===== config.mk =====
export PLATFORM = sky130hd
export DESIGN_NAME = multicycle_control_unit
export DESIGN_NICKNAME = d
export VERILOG_FILES = /design/src/rtl/multicycle_control_unit.sv
export SDC_FILE = /design/constraint.sdc
export NUM_CORES = 1
export LEC_CHECK = 0
export ABC_AREA = 1
export CAP_MARGIN = 15
export CELL_PAD_IN_SITES_DETAIL_PLACEMENT = 0
export CELL_PAD_IN_SITES_GLOBAL_PLACEMENT = 2
export CORE_ASPECT_RATIO = 0.7
export CORE_MARGIN = 2
export CORE_UTILIZATION = 15
export DETAILED_ROUTE_END_ITERATION = 8
export HOLD_SLACK_MARGIN = 0.1
export PLACE_DENSITY_LB_ADDON = 0.1
export SYNTH_ARGS = -nofsm -noshare
export SYNTH_HDL_FRONTEND = slang
export SYNTH_SLANG_ARGS = --single-unit

===== constraint.sdc =====
create_clock -name CLK -period 1.3 [get_ports CLK]
set_input_delay 0.26 -clock CLK [delete_from_list [all_inputs] [get_ports CLK]]
set_output_delay 0.26 -clock CLK [all_outputs]
set_load 0.02 [all_outputs]

===== src/rtl/multicycle_control_unit.sv =====
// multicycle_control_unit
//   Moore-style multi-cycle MIPS controller. Each instruction walks
//   sIF -> sID -> [sEXE -> [sMEM] -> [sWB]] -> sIF, and the datapath control
//   signals are decoded from the current state plus op/funct/zero.
//
// Ports
//   CLK          rising-edge clock
//   Reset        asynchronous active-high reset; state -> sIF, all controls 0
//   op, funct    instruction[31:26] / instruction[5:0] from the IR
//   zero         ALU zero flag, used only in sEXE of beq/bne
//   state        current state (sIF=000 sID=001 sEXE=010 sMEM=011 sWB=100 sHALT=111)
//   PCWre/PCSrc  PC load enable / next-PC select
//   IRWre        instruction register load
//   ALUSrcA/B    ALU operand selects, ALUOp ALU function
//   ExtSel       1 sign-extend, 0 zero-extend the immediate
//   RegWre/RegDst/WrRegDSrc  register-file write enable / dest select / data select
//   mRD/mWR      data-memory read / write
//   instr_count  retired-instruction count
//
// Build option
//   INSTR_COUNT_EN  when defined, instr_count counts instructions retired (edges
//                   into sIF); otherwise there is no counter and it reads 0.

module multicycle_control_unit (
    input  logic        CLK,
    input  logic        Reset,
    input  logic [5:0]  op,
    input  logic [5:0]  funct,
    input  logic        zero,
    output logic [2:0]  state,
    output logic        PCWre,
    output logic [1:0]  PCSrc,
    output logic        IRWre,
    output logic        ALUSrcA,
    output logic        ALUSrcB,
    output logic [3:0]  ALUOp,
    output logic        ExtSel,
    output logic        RegWre,
    output logic [1:0]  RegDst,
    output logic        WrRegDSrc,
    output logic        mRD,
    output logic        mWR,
    output logic [31:0] instr_count
);

    typedef enum logic [2:0] {
        SIf   = 3'b000,
        SId   = 3'b001,
        SExe  = 3'b010,
        SMem  = 3'b011,
        SWb   = 3'b100,
        SHalt = 3'b111
    } state_t;

    state_t state_q, state_d;

    // Instruction decode
    logic is_r;
    logic r_add, r_sub, r_and, r_or, r_slt, r_sll, r_jr, r_alu;
    logic op_addiu, op_andi, op_ori, op_xori, op_slti, op_imm;
    logic op_lw, op_sw, op_beq, op_bne, op_j, op_jal, op_halt;
    logic goes_exe;

    always_comb begin
        is_r     = (op == 6'b000000);
        r_add    = is_r && (funct == 6'b100000);
        r_sub    = is_r && (funct == 6'b100010);
        r_and    = is_r && (funct == 6'b100100);
        r_or     = is_r && (funct == 6'b100101);
        r_slt    = is_r && (funct == 6'b101010);
        r_sll    = is_r && (funct == 6'b000000);
        r_jr     = is_r && (funct == 6'b001000);
        r_alu    = r_add || r_sub || r_and || r_or || r_slt || r_sll;
        op_addiu = (op == 6'b001001);
        op_andi  = (op == 6'b001100);
        op_ori   = (op == 6'b001101);
        op_xori  = (op == 6'b001110);
        op_slti  = (op == 6'b001010);
        op_imm   = op_addiu || op_andi || op_ori || op_xori || op_slti;
        op_lw    = (op == 6'b100011);
        op_sw    = (op == 6'b101011);
        op_beq   = (op == 6'b000100);
        op_bne   = (op == 6'b000101);
        op_j     = (op == 6'b000010);
        op_jal   = (op == 6'b000011);
        op_halt  = (op == 6'b111111);
        // Anything not listed here (incl. unknown funct) retires from sID as a no-op
        goes_exe = r_alu || op_imm || op_lw || op_sw || op_beq || op_bne;
    end

    always_ff @(posedge CLK or posedge Reset) begin
        if (Reset) begin
            state_q <= SIf;
        end else begin
            state_q <= state_d;
        end
    end

    always_comb begin
        state_d = SIf;
        unique case (state_q)
            SIf:   state_d = SId;
            SId: begin
                if (op_halt)       state_d = SHalt;
                else if (goes_exe) state_d = SExe;
                else               state_d = SIf;
            end
            SExe: begin
                if (op_beq || op_bne)    state_d = SIf;
                else if (op_lw || op_sw) state_d = SMem;
                else                     state_d = SWb;
            end
            SMem:  state_d = op_lw ? SWb : SIf;
            SWb:   state_d = SIf;
            SHalt: state_d = SHalt;
            default: state_d = SIf;
        endcase
    end

    // Outputs: everything is held at 0 while Reset is high so no enable
    // survives an asynchronous abort.
    always_comb begin
        state     = state_q;
        PCWre     = 1'b0;
        PCSrc     = 2'b00;
        IRWre     = 1'b0;
        ALUSrcA   = 1'b0;
        ALUSrcB   = 1'b0;
        ALUOp     = 4'b0000;
        ExtSel    = 1'b0;
        RegWre    = 1'b0;
        RegDst    = 2'b00;
        WrRegDSrc = 1'b0;
        mRD       = 1'b0;
        mWR       = 1'b0;
        if (!Reset) begin
            IRWre  = (state_q == SIf);
            // PC loads on the edge that returns to sIF
            PCWre  = (state_d == SIf);
            ExtSel = !(op_andi || op_ori || op_xori);

            // PCSrc only steers the PC mux while it is being loaded
            if (PCWre) begin
                if (op_j || op_jal) begin
                    PCSrc = 2'b11;
                end else if (r_jr) begin
                    PCSrc = 2'b10;
                end else if (state_q == SExe &&
                             ((op_beq && zero) || (op_bne && !zero))) begin
                    PCSrc = 2'b01;
                end
            end

            if (state_q == SExe || state_q == SMem || state_q == SWb) begin
                ALUSrcA = r_sll;
                ALUSrcB = op_imm || op_lw || op_sw;
                if (r_sub || op_beq || op_bne)  ALUOp = 4'b0001;
                else if (r_sll)                 ALUOp = 4'b0010;
                else if (r_or || op_ori)        ALUOp = 4'b0011;
                else if (r_and || op_andi)      ALUOp = 4'b0100;
                else if (r_slt || op_slti)      ALUOp = 4'b0110;
                else if (op_xori)               ALUOp = 4'b0111;
                else                            ALUOp = 4'b0000;
            end

            // jal links PC+4 into $31 while the jump is taken
            if (state_q == SId && op_jal) begin
                RegWre = 1'b1;
                RegDst = 2'b00;
            end

            if (state_q == SMem) begin
                mRD = op_lw;
                mWR = op_sw;
            end

            if (state_q == SWb) begin
                RegWre    = 1'b1;
                RegDst    = is_r ? 2'b10 : 2'b01;
                WrRegDSrc = op_lw;
            end
        end
    end

`ifdef INSTR_COUNT_EN
    logic [31:0] count_q;

    always_ff @(posedge CLK or posedge Reset) begin
        if (Reset) begin
            count_q <= 32'd0;
        end else if (state_d == SIf) begin
            count_q <= count_q + 32'd1;
        end
    end

    assign instr_count = count_q;
`else
    assign instr_count = 32'd0;
`endif

endmodule


==> flow_metrics.py <==
metrics = {
    "yosys": {
        "syn_inst": 181,
        "avgSynthCellArea_um2": 5.703,
        "synthAdderAreaFrac_pct": 0,
        "synth-xor-area-share_pct": 0.8485,
        "muxShareOfSynthArea_pct": 0,
        "synth_warnings": 0,
        "synth_compound_area_share_pct": 3.879,
        "synth_area_mm2": 0.001032,
        "yosysSeqAreaShare_pct": 7.273,
        "synth_top_family_by_area": "simple AND/OR/NAND/NOR gates",
        "synth_cell_types": 23,
        "synth-simple-area-share_pct": 51.64,
        "ys_ff_latch": 3,
    },
    "clock_network": {
        "htree_num_levels": 1,
        "cts_hold_buf": 0,
        "cts_sinks": 3,
        "cts-root-buf": "clkbuf_8",
        "cts_tree": "built",
        "clk_path_buf_depth": 2,
        "cts.reportedPaths.clkPinSlew_ns": 0.03,
        "clock_latency_ns": 0.21,
        "numCtsBuffers": 3,
    },
    "sta": {
        "max_freq_mhz": 521.4,
        "fin_crit_sh_pct": 147.5,
        "whs_ns": 0.2206,
        "finalMaxSlewViolations": 0,
        "period_needed_ns": 1.918,
        "setup_violations": 15,
        "finalHoldViolations": 0,
        "fin_skew_ns": 0.0008709,
        "worst_slack_ns": -0.6181,
        "rsz0062_at_grt": "true",
    },
    "global_routing": {
        "overflow": 0,
        "grt_start_max_net_pins": 7,
        "grt_pass1_vias": 1166,
        "grt_pass1_wl_um": 5616,
        "track_usage_pct": 9.480,
        "grt_antenna_before_repair": 0,
    },
    "place": {
        "place_inst": 344,
        "dp_hpwl_um": 3061,
        "port-buffer-count": 33,
        "gp_congestion": 0.7273,
    },
    "worst_setup_path": {
        "cp_cell_sequence": "nand2_1, nor2_1, buf_4, nand3_1, nand4_1, nor2_2, nand3_4, nor2_4, buf_6",
        "crit_required_ns": 1.04,
        "setup.worst_path.class": "reg -> out",
        "cp-start-kind": "flop",
        "crit_fanout": 5,
        "end_kind": "primary output",
        "max_stage_delay_ns": 0.42,
        "cp_slowest_cell": "dfrtp_2",
        "critical_path_arrival_ns": 1.66,
    },
    "route": {
        "drcViolationCount": 0,
        "drtIter0Drc": 18,
        "wire_per_inst_um": 9.593,
        "vias_per_cell": 3.366,
        "vias": 1215,
        "wl_um": 3463,
        "ant_nets": 0,
        "dr.pass1.iters": 4,
    },
    "die": {
        "ios": 67,
        "coreArea_mm2": 0.006694,
        "die_height_um": 73.41,
        "fp.dieArea_mm2": 0.007572,
        "start_util_pct": 15.42,
        "die_w_um": 103.2,
        "placementRows": 25,
    },
    "cells_and_area": {
        "finalNonFillerCells": 361,
        "final_cell_mix": "buf_4, conb_1, nand2_1",
        "area_growth_pct": 92.97,
        "fin_nets": 283,
        "final_common_cell": "buf_4",
        "fillerInstances": 778,
        "largest_register_ffs": 3,
        "final_util_pct": 29.76,
        "drive_gt1_share_pct": 55.43,
        "diodes": 0,
    },
    "min_path": {
        "min_path_type": "in -> async",
    },
    "power": {
        "vdd_drop_max_mv": 0.2465,
        "p_per_area_mw_per_mm2": 336.6,
        "p_total_uw": 670.4,
        "p_leak_uw": 0.001058,
    },
    "run": {
        "max-cap-violations": 0,
    },
    "outcome": {
        "status": "complete, but fails checks",
        "violations": "setup timing",
    },
}
[worst max-delay path: cells and delay by family, from the launching register on]
family	cells	cell delay (ns)
flops	1	0.42
simple gates	7	0.76
buf+inv	2	0.27
[cell usage after synthesis, drive strengths merged]
master / count / area (µm²)
nor2: 45 / 224.0
nand2: 37 / 161.4
buf: 34 / 259.0
inv: 30 / 112.6
nand3: 19 / 115.1
dfrtp: 3 / 75.07
nor3: 3 / 20.02
a31oi: 2 / 12.51
o21ai: 2 / 10.01
a41oi: 1 / 8.760
conb: 1 / 3.750
nand4: 1 / 6.260
o41ai: 1 / 8.760
or2: 1 / 6.260
xor2: 1 / 8.760
[metal layers]
layer / global-route usage [%] / part of all wire, %
met2: 12.91 / 40
met5: 0 / 0
met3: 0.5709 / 5.1
met1: 16.05 / 55
met4: 1.316 / 0
[final timing paths]
check	from	end	depth (start not counted)	slack [ns]
hold / removal	Reset	state[2]	3	0.22
max in group asynchronous	Reset	state[0]	3	0.97
setup / recovery	state[1]	PCSrc[0]	9	-0.62
hold reg to reg	state[2]	state[2]	5	0.78
min in group CLK	op[4]	state[1]	6	0.50
setup reg to reg	state[2]	state[0]	7	0.09
[stage by stage]
stage	setup slack, ns	setup TNS, ns	cell area [µm²]
CTS	-0.6486	-6.795	1879
global route	-0.7567	-8.692	1992
detailed placement	-1.465	-20.54	1704
global placement	-1.467	-20.76	1704
finish	-0.6181	-7.320	1992
floorplan	-0.3416	-2.135	1230
[power breakdown]
part	switching, µW	leakage [µW]	internal [µW]
clock network	58.5	0.0000228	209
registers	0	0.0000253	94.0
logic	203	0.00101	106
[repair_timing]
item | CTS | global route
pin swaps | 22 | 17
setup buffers | 26 | 6
resized for setup | 173 | 31
setup endpoints to repair | 22 | 18
[kinds of logic (layout without fill, tap and decap cells)]
logic type,after synthesis,after routing
other cells,1,33
flops,3,3
compound gates,6,6
xor+xnor,1,1
simple gates,106,106
buf+inv,64,118
[layout make-up]
cell class              count  area, µm²  area share [%]
multi-input cells         146      910.9           45.73
inverters                  30      117.6           5.905
flip-flops and latches      3      78.83           3.957
clock buffers               4      45.04           2.261
repair buffers             84      721.9           36.24
well taps                  94      117.6           5.905
Note: power is estimated with default switching activity, not from simulation.
